$ cat config.mk
export PLATFORM = sky130hd
export DESIGN_NAME = seg7_scan_ctrl_flat
export DESIGN_NICKNAME = d
export VERILOG_FILES = /design/src/rtl/seg7_pkg.sv /design/src/rtl/seg7_scan_ctrl_if.sv /design/src/rtl/seg7_hex_decode.sv /design/src/rtl/seg7_scan_ctrl.sv /design/src/flat_wrapper.sv
export SDC_FILE = /design/constraint.sdc
export NUM_CORES = 1
export LEC_CHECK = 0
export CELL_PAD_IN_SITES_DETAIL_PLACEMENT = 1
export CELL_PAD_IN_SITES_GLOBAL_PLACEMENT = 1
export CORE_MARGIN = 3
export CORE_UTILIZATION = 50
export CTS_BUF_LIST = sky130_fd_sc_hd__clkbuf_8
export CTS_CLUSTER_DIAMETER = 200
export CTS_CLUSTER_SIZE = 16
export DETAILED_ROUTE_END_ITERATION = 8
export GPL_TIMING_DRIVEN = 0
export PLACE_DENSITY = 0.83
export SYNTH_ARGS = -nofsm -noshare
export SYNTH_HDL_FRONTEND = slang
export SYNTH_SLANG_ARGS = --single-unit
$ cat constraint.sdc
create_clock -name clk -period 4.6 [get_ports clk]
set_input_delay 0.92 -clock clk [delete_from_list [all_inputs] [get_ports clk]]
set_output_delay 0.92 -clock clk [all_outputs]
set_load 0.01 [all_outputs]
$ cat src/rtl/seg7_pkg.sv
// Shared types, constants and segment code table for the 7-segment display blocks.
package seg7_pkg;

  localparam int SLOT_TICKS = 16;

  typedef enum logic [1:0] {
    GUARD,
    DRIVE,
    DARK
  } scan_state_t;

  // Returns {A,B,C,D,E,F,G} for a hex digit.
  function automatic logic [6:0] hex_to_seg7(input logic [3:0] hex);
    logic [6:0] segs;
    case (hex)
      4'h0:    segs = 7'b1111110;
      4'h1:    segs = 7'b0110000;
      4'h2:    segs = 7'b1101101;
      4'h3:    segs = 7'b1111001;
      4'h4:    segs = 7'b0110011;
      4'h5:    segs = 7'b1011011;
      4'h6:    segs = 7'b1011111;
      4'h7:    segs = 7'b1110000;
      4'h8:    segs = 7'b1111111;
      4'h9:    segs = 7'b1111011;
      4'hA:    segs = 7'b1110111;
      4'hB:    segs = 7'b0011111;
      4'hC:    segs = 7'b0001101;
      4'hD:    segs = 7'b0111101;
      4'hE:    segs = 7'b1001111;
      default: segs = 7'b1000111;
    endcase
    return segs;
  endfunction

endpackage

$ cat src/rtl/seg7_scan_ctrl_if.sv
// Write port, brightness/enable controls and display pin outputs of the scan controller.
interface seg7_scan_ctrl_if #(
  parameter int NUM_DIGITS = 4
);

  logic                  i_en;
  logic                  i_wr_en;
  logic [2:0]            i_wr_addr;
  logic [4:0]            i_wr_data;
  logic [3:0]            i_brightness;
  logic [7:0]            o_seg;
  logic [NUM_DIGITS-1:0] o_dig_en;
  logic                  o_frame_tick;

  modport master (
    output i_en,
    output i_wr_en,
    output i_wr_addr,
    output i_wr_data,
    output i_brightness,
    input  o_seg,
    input  o_dig_en,
    input  o_frame_tick
  );

  modport slave (
    input  i_en,
    input  i_wr_en,
    input  i_wr_addr,
    input  i_wr_data,
    input  i_brightness,
    output o_seg,
    output o_dig_en,
    output o_frame_tick
  );

endinterface

$ cat src/rtl/seg7_hex_decode.sv
// Combinational hex + decimal point to {A,B,C,D,E,F,G,DP} segment pattern.
module seg7_hex_decode
  import seg7_pkg::*;
(
  input  logic [3:0] i_hex,
  input  logic       i_dp,
  output logic [7:0] o_seg
);

  assign o_seg = {hex_to_seg7(i_hex), i_dp};

endmodule

$ cat src/rtl/seg7_scan_ctrl.sv
// Multiplexed common-cathode 7-segment scanner: one digit per 16-tick slot,
// a dark guard tick at slot start, then a PWM window set by the latched brightness.
module seg7_scan_ctrl
  import seg7_pkg::*;
#(
  parameter int NUM_DIGITS = 4,
  parameter int TICK_CYC   = 1040
) (
  input  logic            clk,
  input  logic            rst_n,
  seg7_scan_ctrl_if.slave bus
);

  localparam int IDX_W  = (NUM_DIGITS > 1) ? $clog2(NUM_DIGITS) : 1;
  localparam int TICK_W = $clog2(TICK_CYC);
  localparam int SLOT_W = $clog2(SLOT_TICKS);

  logic [TICK_W-1:0]     r_tickCnt;
  logic [SLOT_W-1:0]     r_slotTick;
  logic [IDX_W-1:0]      r_digIdx;
  logic                  r_started;
  logic [4:0]            r_regFile [NUM_DIGITS];
  logic [4:0]            r_entryShadow;
  logic [3:0]            r_brightShadow;
  scan_state_t           r_state;
  scan_state_t           w_nextState;
  logic [7:0]            r_seg;
  logic [NUM_DIGITS-1:0] r_digEn;
  logic                  r_frameTick;

  logic                  w_tickStrobe;
  logic                  w_slotStart;
  logic                  w_lastDigit;
  logic [IDX_W-1:0]      w_nextIdx;
  logic                  w_wrValid;
  logic                  w_drive;
  logic [7:0]            w_decSeg;
  logic [7:0]            w_segNext;
  logic [NUM_DIGITS-1:0] w_digEnNext;
  logic                  w_frameNext;

  assign w_tickStrobe = (r_tickCnt == TICK_W'(TICK_CYC - 1));
  assign w_slotStart  = w_tickStrobe && (r_slotTick == SLOT_W'(SLOT_TICKS - 1));
  assign w_lastDigit  = (r_digIdx == IDX_W'(NUM_DIGITS - 1));
  assign w_wrValid    = bus.i_wr_en && (32'(bus.i_wr_addr) < NUM_DIGITS);

  // The slot that runs straight out of reset is a dark preamble, so the first real
  // slot start keeps the index at digit 0 instead of advancing it.
  assign w_nextIdx = (!r_started || w_lastDigit) ? '0 : r_digIdx + IDX_W'(1);

  always_ff @(posedge clk or negedge rst_n) begin
    if (!rst_n) begin
      r_tickCnt  <= '0;
      r_slotTick <= '0;
      r_digIdx   <= '0;
      r_started  <= 1'b0;
    end else begin
      r_tickCnt <= w_tickStrobe ? '0 : r_tickCnt + TICK_W'(1);
      if (w_tickStrobe) begin
        r_slotTick <= r_slotTick + SLOT_W'(1);
      end
      if (w_slotStart) begin
        r_digIdx  <= w_nextIdx;
        r_started <= 1'b1;
      end
    end
  end

  always_ff @(posedge clk or negedge rst_n) begin
    if (!rst_n) begin
      for (int i = 0; i < NUM_DIGITS; i++) begin
        r_regFile[i] <= '0;
      end
    end else if (w_wrValid) begin
      r_regFile[bus.i_wr_addr[IDX_W-1:0]] <= bus.i_wr_data;
    end
  end

  // Shadows read the register file before this edge's write lands, so a write on
  // the slot-start edge only shows up on the digit's next scan.
  always_ff @(posedge clk or negedge rst_n) begin
    if (!rst_n) begin
      r_entryShadow  <= '0;
      r_brightShadow <= '0;
    end else if (w_slotStart) begin
      r_entryShadow  <= r_regFile[w_nextIdx];
      r_brightShadow <= bus.i_brightness;
    end
  end

  always_ff @(posedge clk or negedge rst_n) begin
    if (!rst_n) begin
      r_state <= GUARD;
    end else begin
      r_state <= w_nextState;
    end
  end

  // Transitions fire on the same edge the slot tick index moves, so r_state always
  // describes the current value of r_slotTick.
  always_comb begin
    w_nextState = r_state;
    case (r_state)
      GUARD: begin
        if (w_tickStrobe) begin
          w_nextState = (r_brightShadow != 4'd0) ? DRIVE : DARK;
        end
      end
      DRIVE: begin
        if (w_slotStart) begin
          w_nextState = GUARD;
        end else if (w_tickStrobe && (r_slotTick >= r_brightShadow)) begin
          w_nextState = DARK;
        end
      end
      DARK: begin
        if (w_slotStart) begin
          w_nextState = GUARD;
        end
      end
      default: w_nextState = GUARD;
    endcase
  end

  seg7_hex_decode u_hexDecode (
    .i_hex (r_entryShadow[3:0]),
    .i_dp  (r_entryShadow[4]),
    .o_seg (w_decSeg)
  );

  assign w_drive = (r_state == DRIVE) && bus.i_en;

  always_comb begin
    w_segNext   = '0;
    w_digEnNext = '0;
    if (w_drive) begin
      w_segNext   = w_decSeg;
      w_digEnNext = NUM_DIGITS'(1) << r_digIdx;
    end
  end

  assign w_frameNext = r_started && (r_tickCnt == '0) && (r_slotTick == '0) && (r_digIdx == '0);

  always_ff @(posedge clk or negedge rst_n) begin
    if (!rst_n) begin
      r_seg       <= '0;
      r_digEn     <= '0;
      r_frameTick <= 1'b0;
    end else begin
      r_seg       <= w_segNext;
      r_digEn     <= w_digEnNext;
      r_frameTick <= w_frameNext;
    end
  end

  assign bus.o_seg        = r_seg;
  assign bus.o_dig_en     = r_digEn;
  assign bus.o_frame_tick = r_frameTick;

endmodule

$ cat src/flat_wrapper.sv
// flat-port wrapper written by rule: the top's interface ports become plain ports
module seg7_scan_ctrl_flat import seg7_pkg::*;
#(
  parameter int NUM_DIGITS = 4,
  parameter int TICK_CYC   = 1040
)
  (clk, rst_n, bus_i_en, bus_i_wr_en, bus_i_wr_addr, bus_i_wr_data, bus_i_brightness, bus_o_seg, bus_o_dig_en, bus_o_frame_tick);
  seg7_scan_ctrl_if #(.NUM_DIGITS(NUM_DIGITS)) bus_i ();
  input  logic clk;
  input  logic rst_n;
  input wire logic [$bits(bus_i.i_en)-1:0] bus_i_en;
  input wire logic [$bits(bus_i.i_wr_en)-1:0] bus_i_wr_en;
  input wire logic [$bits(bus_i.i_wr_addr)-1:0] bus_i_wr_addr;
  input wire logic [$bits(bus_i.i_wr_data)-1:0] bus_i_wr_data;
  input wire logic [$bits(bus_i.i_brightness)-1:0] bus_i_brightness;
  output wire logic [$bits(bus_i.o_seg)-1:0] bus_o_seg;
  output wire logic [$bits(bus_i.o_dig_en)-1:0] bus_o_dig_en;
  output wire logic [$bits(bus_i.o_frame_tick)-1:0] bus_o_frame_tick;
  assign bus_i.i_en = bus_i_en;
  assign bus_i.i_wr_en = bus_i_wr_en;
  assign bus_i.i_wr_addr = bus_i_wr_addr;
  assign bus_i.i_wr_data = bus_i_wr_data;
  assign bus_i.i_brightness = bus_i_brightness;
  assign bus_o_seg = bus_i.o_seg;
  assign bus_o_dig_en = bus_i.o_dig_en;
  assign bus_o_frame_tick = bus_i.o_frame_tick;
  seg7_scan_ctrl #(.NUM_DIGITS(NUM_DIGITS), .TICK_CYC(TICK_CYC)) u_core (.clk(clk), .rst_n(rst_n), .bus(bus_i));
endmodule
==> results of run 1 <==
[stage by stage]
stage | worst slack, ns | total power, uW | util
3_3_place_gp | 0.687 | 705 | 0.598
4_1_cts | 2.25 | 1130 | 0.632
5_1_grt | 2.17 | 1180 | 0.632
2_1_floorplan | 2.66 | 668 | -
3_5_place_dp | 1.88 | 717 | 0.602
6_report | 2.27 | 1130 | 0.632
[path summary, 6_finish.rpt]
kind / start / slack, ns / endpoint / cells past startpoint
min in group asynchronous: rst_n / 0.72 / u_core.r_tickCnt[8] / 1
max in group asynchronous: rst_n / 3.24 / u_core.r_regFile[16] / 2
worst max register to register: u_core.r_digIdx[0] / 2.50 / u_core.r_entryShadow[0] / 7
worst max-delay path: bus_i_wr_en / 2.27 / u_core.r_regFile[9] / 5
worst min-delay path: u_core.r_entryShadow[4] / 0.50 / u_core.r_entryShadow[4] / 1
worst min register to register: u_core.r_entryShadow[4] / 0.50 / u_core.r_entryShadow[4] / 1
[per-layer routing]
| metal | vias to the layer above | track usage | wire length (um) |
|---|---|---|---|
| met5 | - | 0 | 0 |
| met4 | 0 | 0.0819 | 119 |
| met3 | 11 | 0.0622 | 265 |
| met2 | 46 | 0.334 | 3120 |
| met1 | 1047 | 0.278 | 3180 |
| li1 | 1011 | - | - |
[cells in the final DEF (no fill, tap or decap), drive strengths merged, types with 5 or more instances in the layout]
cell type / n
buf: 6
clkbuf: 13
o2bb2ai: 5
ha: 18
nand2: 13
mux2: 27
a211oi: 6
clkdlybuf4s50: 27
o22ai: 5
nor2: 24
o21ai: 10
xnor2: 7
and3: 7
dfrtp: 62
nand3: 13
inv: 16
[critical path, delay by kind of cell]
kind          cells  cell delay, ns
simple gates      3            0.78
buf+inv           1            0.45
mux               1            0.40
[Yosys cell counts (4+ instances only)]
library cell  number  area [um2]
xnor2_1            7        61.3
inv_1             13        48.8
a211oi_1           5        37.5
nor2b_1            4        25.0
mux2_2            27         304
nand3_1           13        65.1
and3_1             6        37.5
ha_1              18         225
o2bb2ai_1          5        43.8
dfrtp_1           62        1550
nor2_1            24        90.1
nand2_1           13        48.8
o21ai_0            9        45.0
xor2_1             4        35.0
o22ai_1            5        31.3
[where the power goes]
part           leakage, uW  total, uW  internal (uW)  switching (uW)
logic             0.000743       97.2           58.1            39.0
clock network    0.0000990        420            215             205
registers         0.000795        609            585            24.0
[cell type report]
type | instances | area [um2] | share of cell area
Timing Repair Buffer | 29 | 303 | 0.0840
Inverter | 13 | 48.8 | 0.0135
Clock inverter | 4 | 16.3 | 0.00451
Tap cell | 72 | 90.1 | 0.0250
Buffer | 6 | 38.8 | 0.0108
Clock buffer | 11 | 151 | 0.0420
Multi-Input combinational cell | 179 | 1410 | 0.390
Sequential cell | 62 | 1550 | 0.430
[state kept, by name, indices dropped and copies added (netlist names), 2 cells and up]
signal / count
u_core.r_digIdx: 2
u_core.bus.o_dig_en: 4
u_core.r_slotTick: 4
u_core.r_brightShadow: 4
u_core.r_entryShadow: 5
u_core.r_regFile: 20
u_core.r_tickCnt: 11
u_core.bus.o_seg: 8
u_core.r_state: 2
[cell families after synthesis]
group | after synthesis | synth area share
flops | 62 | 0.509
xor+xnor | 11 | 0.0316
mux | 31 | 0.121
simple gates | 82 | 0.149
fa+ha+maj | 18 | 0.0740
compound gates | 37 | 0.0863
buf+inv | 19 | 0.0288
==> impl_metrics.ini, run 1 <==
[status]
outcome = complete, no violations

[cts]
clk_pin_slew_ns = 0.06
cts_sinks = 62
cts_resized = 0
cts_made_buffers = 9
ctsHtreeMaxLevel = 3
post_cts_buffers = 0
tritoncts = done
cts-hold-fix-buffers = 0
cts_max_path_buffers = 2
clock-root-buffer = clkbuf_8
clk_latency_ns = 0.34

[flow_run]
maxCapViolations = 0

[yosys]
seq_area_frac_synth = 0.509
ys_ff_latch = 62
synth_edf_count = 0
synthArstFlopShare = 1.00
synth_cells = 260
ys.flop_type = dfrtp_1
synth_nets = 294
synth_cell_types = 45
avgSynthCellArea_um2 = 11.7
netlist_area_mm2 = 0.00305
ys.warnings.count = 0

[worst_setup_path]
path_cells = clkdlybuf4s50_1 -> nor2b_1 -> nand2_1 -> nor2_1 -> mux2_2
start_kind = primary input
path_class = in2reg
crit_path_top_delay_cell = clkdlybuf4s50_1
path_max_fanout = 5
critPathMaxStageDelay_ns = 0.45
crit_path_end_kind = flop
cp_data_required_time_ns = 4.83
cp.arrival_ns = 2.56

[final_layout]
area_growth_pct = 18.4
finalNetCount = 334
final_area_mm2 = 0.00361
final_cell_count_no_fill = 376
n_antenna_cell = 0
drive_gt1_frac = 0.178
fill_cells = 607

[sta]
setup_tns_ns = 0
fin_crit_ns = 2.33
min_period_over_period = 0.506
whs_ns = 0.496
slew-limit-headroom = 0.364
final_hold_viol_count = 0
slew_violations = 0
setup_viol = 0
rsz0062_at_grt = false
tightest_slew_ns = 0.954
max_freq_mhz = 430
skew_ns = 0.00425

[place]
dpl-instance-area_mm2 = 0.00344
routabilityCongestion = 0.740
portBuffers = 28
hpwl_um = 4790
dp_cells = 361

[floorplanning]
die-area_mm2 = 0.00706
initial_core_util = 0.533
die_h_um = 84.0
die_w_um = 84.0
core_mm2 = 0.00571
design.portCount = 29
rows = 27

[routing]
drt_first_pass_iters = 4
routedWlPerCell_um = 17.8
avgViaCountPerCell = 5.63
wl_um = 6680
post-route-drc-count = 0
drt_iter0_drc = 79
ant_nets = 0
num_vias = 2115

[pwr]
p_leak_uw = 0.00164
ir_drop_uv = 174
p_per_area_mw_per_mm2 = 312

[global_route]
grt_max_degree = 41
grt_first_pass_wirelength_um = 11700
grt_use_total = 0.213
overflow = 0
antenna_found_initial = 0
grt_pass1_vias = 2312

[min_path]
holdCritPathClass = reg2reg
No activity file was read; power rests on OpenSTA's default activity.
==> run 2: changes to the inputs <==
--- a/config.mk
+++ b/config.mk
@@ -8,13 +8,13 @@
 export CELL_PAD_IN_SITES_DETAIL_PLACEMENT = 1
 export CELL_PAD_IN_SITES_GLOBAL_PLACEMENT = 1
 export CORE_MARGIN = 3
-export CORE_UTILIZATION = 50
+export CORE_UTILIZATION = 48
 export CTS_BUF_LIST = sky130_fd_sc_hd__clkbuf_8
 export CTS_CLUSTER_DIAMETER = 200
 export CTS_CLUSTER_SIZE = 16
 export DETAILED_ROUTE_END_ITERATION = 8
 export GPL_TIMING_DRIVEN = 0
-export PLACE_DENSITY = 0.83
+export PLACE_DENSITY = 0.8
 export SYNTH_ARGS = -nofsm -noshare
 export SYNTH_HDL_FRONTEND = slang
 export SYNTH_SLANG_ARGS = --single-unit
==> constraint.sdc (replaced) <==
create_clock -name clk -period 2.2 [get_ports clk]
set_input_delay 0.44 -clock clk [delete_from_list [all_inputs] [get_ports clk]]
set_output_delay 0.44 -clock clk [all_outputs]
set_load 0.01 [all_outputs]
==> run 2 against run 1 <==
Total power increased by 110%. Flip-flop and latch count unchanged. Hold slack got worse by 0.37 ns. Utilization decreased by 3.3 points. Final area unchanged. Clock skew increased by 0.0041 ns. Global-route usage decreased by 0.71 points. Combinational power increased by 110%. Clock power increased by 110%. Final cell count increased by 0.80%. Non-clock buffer count unchanged. Largest power group unchanged. Highest routed layer unchanged.
==> impl_metrics.ini, run 2 (synthesized netlist as in run 1, its figures left out) <==
[status]
outcome = complete, no violations

[floorplanning]
die_h_um = 85.7
die_w_um = 85.7
die-area_mm2 = 0.00734
rows = 28
initial_core_util = 0.505
design.portCount = 29
core_mm2 = 0.00603

[worst_setup_path]
path_class = reg2reg
cp_data_required_time_ns = 2.46
cp.depth = 7
cp-startpoint = u_core.r_digIdx[0]
critical_path.endpoint = u_core.r_entryShadow[1]
reg2reg_depth = 7
crit_path_top_delay_cell = dfrtp_2
r2r_end = u_core.r_entryShadow[1]
path_max_fanout = 10
worstReg2RegStart = u_core.r_digIdx[0]
crit_path_end_kind = flop
cp.arrival_ns = 2.26
path_cells = clkbuf_4 -> inv_1 -> ha_1 -> nand3b_1 -> o22ai_1 -> a211o_1 -> o21ai_0
cp_top_family = compound AO/OA/AOI/OAI gates
critPathMaxStageDelay_ns = 0.46
start_kind = flop
cp.buffers_inverters = 2
rrSetupSlack_ns = 0.20

[cts]
cts_max_path_buffers = 2
ctsHtreeMaxLevel = 3
cts-hold-fix-buffers = 0
clock-root-buffer = clkbuf_8
cts_made_buffers = 9
clk_pin_slew_ns = 0.07
post_cts_buffers = 0
clk_latency_ns = 0.35
tritoncts = done
cts_sinks = 62

[final_layout]
finalNetCount = 334
final_core_util = 0.598
final_cell_mix = dfrtp_1 (61), mux2_2 (27), clkdlybuf4s50_1 (27), nor2_1 (24), ha_1 (18)
top_register = u_core.r_regFile
regArea_mm2 = 0.00155
fill_cells = 639
largest_register_ff_count = 20
n_antenna_cell = 0
area_growth_pct = 18.4
final_cell_count_no_fill = 379
layout_commonest_cell = dfrtp_1
multi_input_area_mm2 = 0.00141
drive_gt1_frac = 0.181

[global_route]
grt_pass1_vias = 2257
grt_max_degree = 33
antenna_found_initial = 0
grt_use_total = 0.206
overflow = 0
grt_first_pass_wirelength_um = 11500

[sta]
final_hold_viol_count = 0
slew_violations = 0
skew_ns = 0.00832
max_freq_mhz = 500
setup_viol = 0
tightest_slew_ns = 0.688
min_period_over_period = 0.910
rsz0062_at_grt = false
slew-limit-headroom = 0.541
fin_crit_ns = 2.00
setup_tns_ns = 0

[routing]
wl_um = 6620
routedWlPerCell_um = 17.5
drt_iter0_drc = 60
num_vias = 2113
drt_first_pass_iters = 4
post-route-drc-count = 0
ant_nets = 0
avgViaCountPerCell = 5.58

[pwr]
p_leak_uw = 0.00163
ir_drop_uv = 358
p_per_area_mw_per_mm2 = 648

[place]
portBuffers = 28
dp_cells = 364
routabilityCongestion = 0.765
hpwl_um = 4740

[min_path]
holdCritPathClass = in2async

[flow_run]
maxCapViolations = 0
-- run 2: changes by cell type in the layout (fill, tap and decap cells not counted), sizes merged --
cell / delta
buf: -1
clkbuf: +1
-- run 2: worst min path at each step --
| stage | startpoint | cells past startpoint | slack (ns) | endpoint |
|---|---|---|---|---|
| 2_1_floorplan | rst_n | 0 | 0.14 | u_core.bus.o_dig_en[0] |
| 3_3_place_gp | u_core.r_entryShadow[4] | 1 | 0.46 | u_core.r_entryShadow[4] |
| 3_5_place_dp | u_core.r_entryShadow[4] | 1 | 0.47 | u_core.r_entryShadow[4] |
| 4_1_cts | rst_n | 1 | 0.16 | u_core.r_tickCnt[5] |
| 5_1_grt | rst_n | 1 | 0.19 | u_core.r_tickCnt[5] |
| 6_report | rst_n | 1 | 0.13 | u_core.r_tickCnt[5] |
-- run 2: timing repair --
| item | in CTS | in global routing |
|---|---|---|
| hold endpoints to repair | 0 | 0 |
| resized for setup | 0 | 2 |
| endpoints found under the setup margin | 0 | 5 |
-- run 2: power breakdown --
part	total (uW)	switching, uW	internal (uW)
clock network	863	413	449
registers	1270	51.1	1220
logic	201	81.2	120
-- run 2: layout make-up --
cell class	instances	area share
buffer	6	0.0115
clock inverter	4	0.00451
multi-input combinational	179	0.390
tap	75	0.0260
inverter	13	0.0135
timing repair buffer	29	0.0819
sequential	62	0.431
clock buffer	11	0.0420
-- run 2: per-stage QoR --
| stage | cell area [um2] | hold slack, ns | power [uW] | worst slack, ns |
|---|---|---|---|---|
| after detailed placement | 3430 | 0.472 | 1500 | 0.0312 |
| after global placement | 3420 | 0.465 | 1470 | -1.28 |
| final | 3610 | 0.130 | 2340 | 0.199 |
| after CTS | 3600 | 0.160 | 2360 | 0.101 |
| after global routing | 3610 | 0.188 | 2440 | 0.0194 |
| after floorplan | 3050 | 0.144 | 1400 | 0.508 |
-- run 2: layer usage --
metal,global-route usage,share of wire
met1,0.261,0.46
met2,0.336,0.49
met4,0.104,0.021
met3,0.0413,0.034
met5,0,0
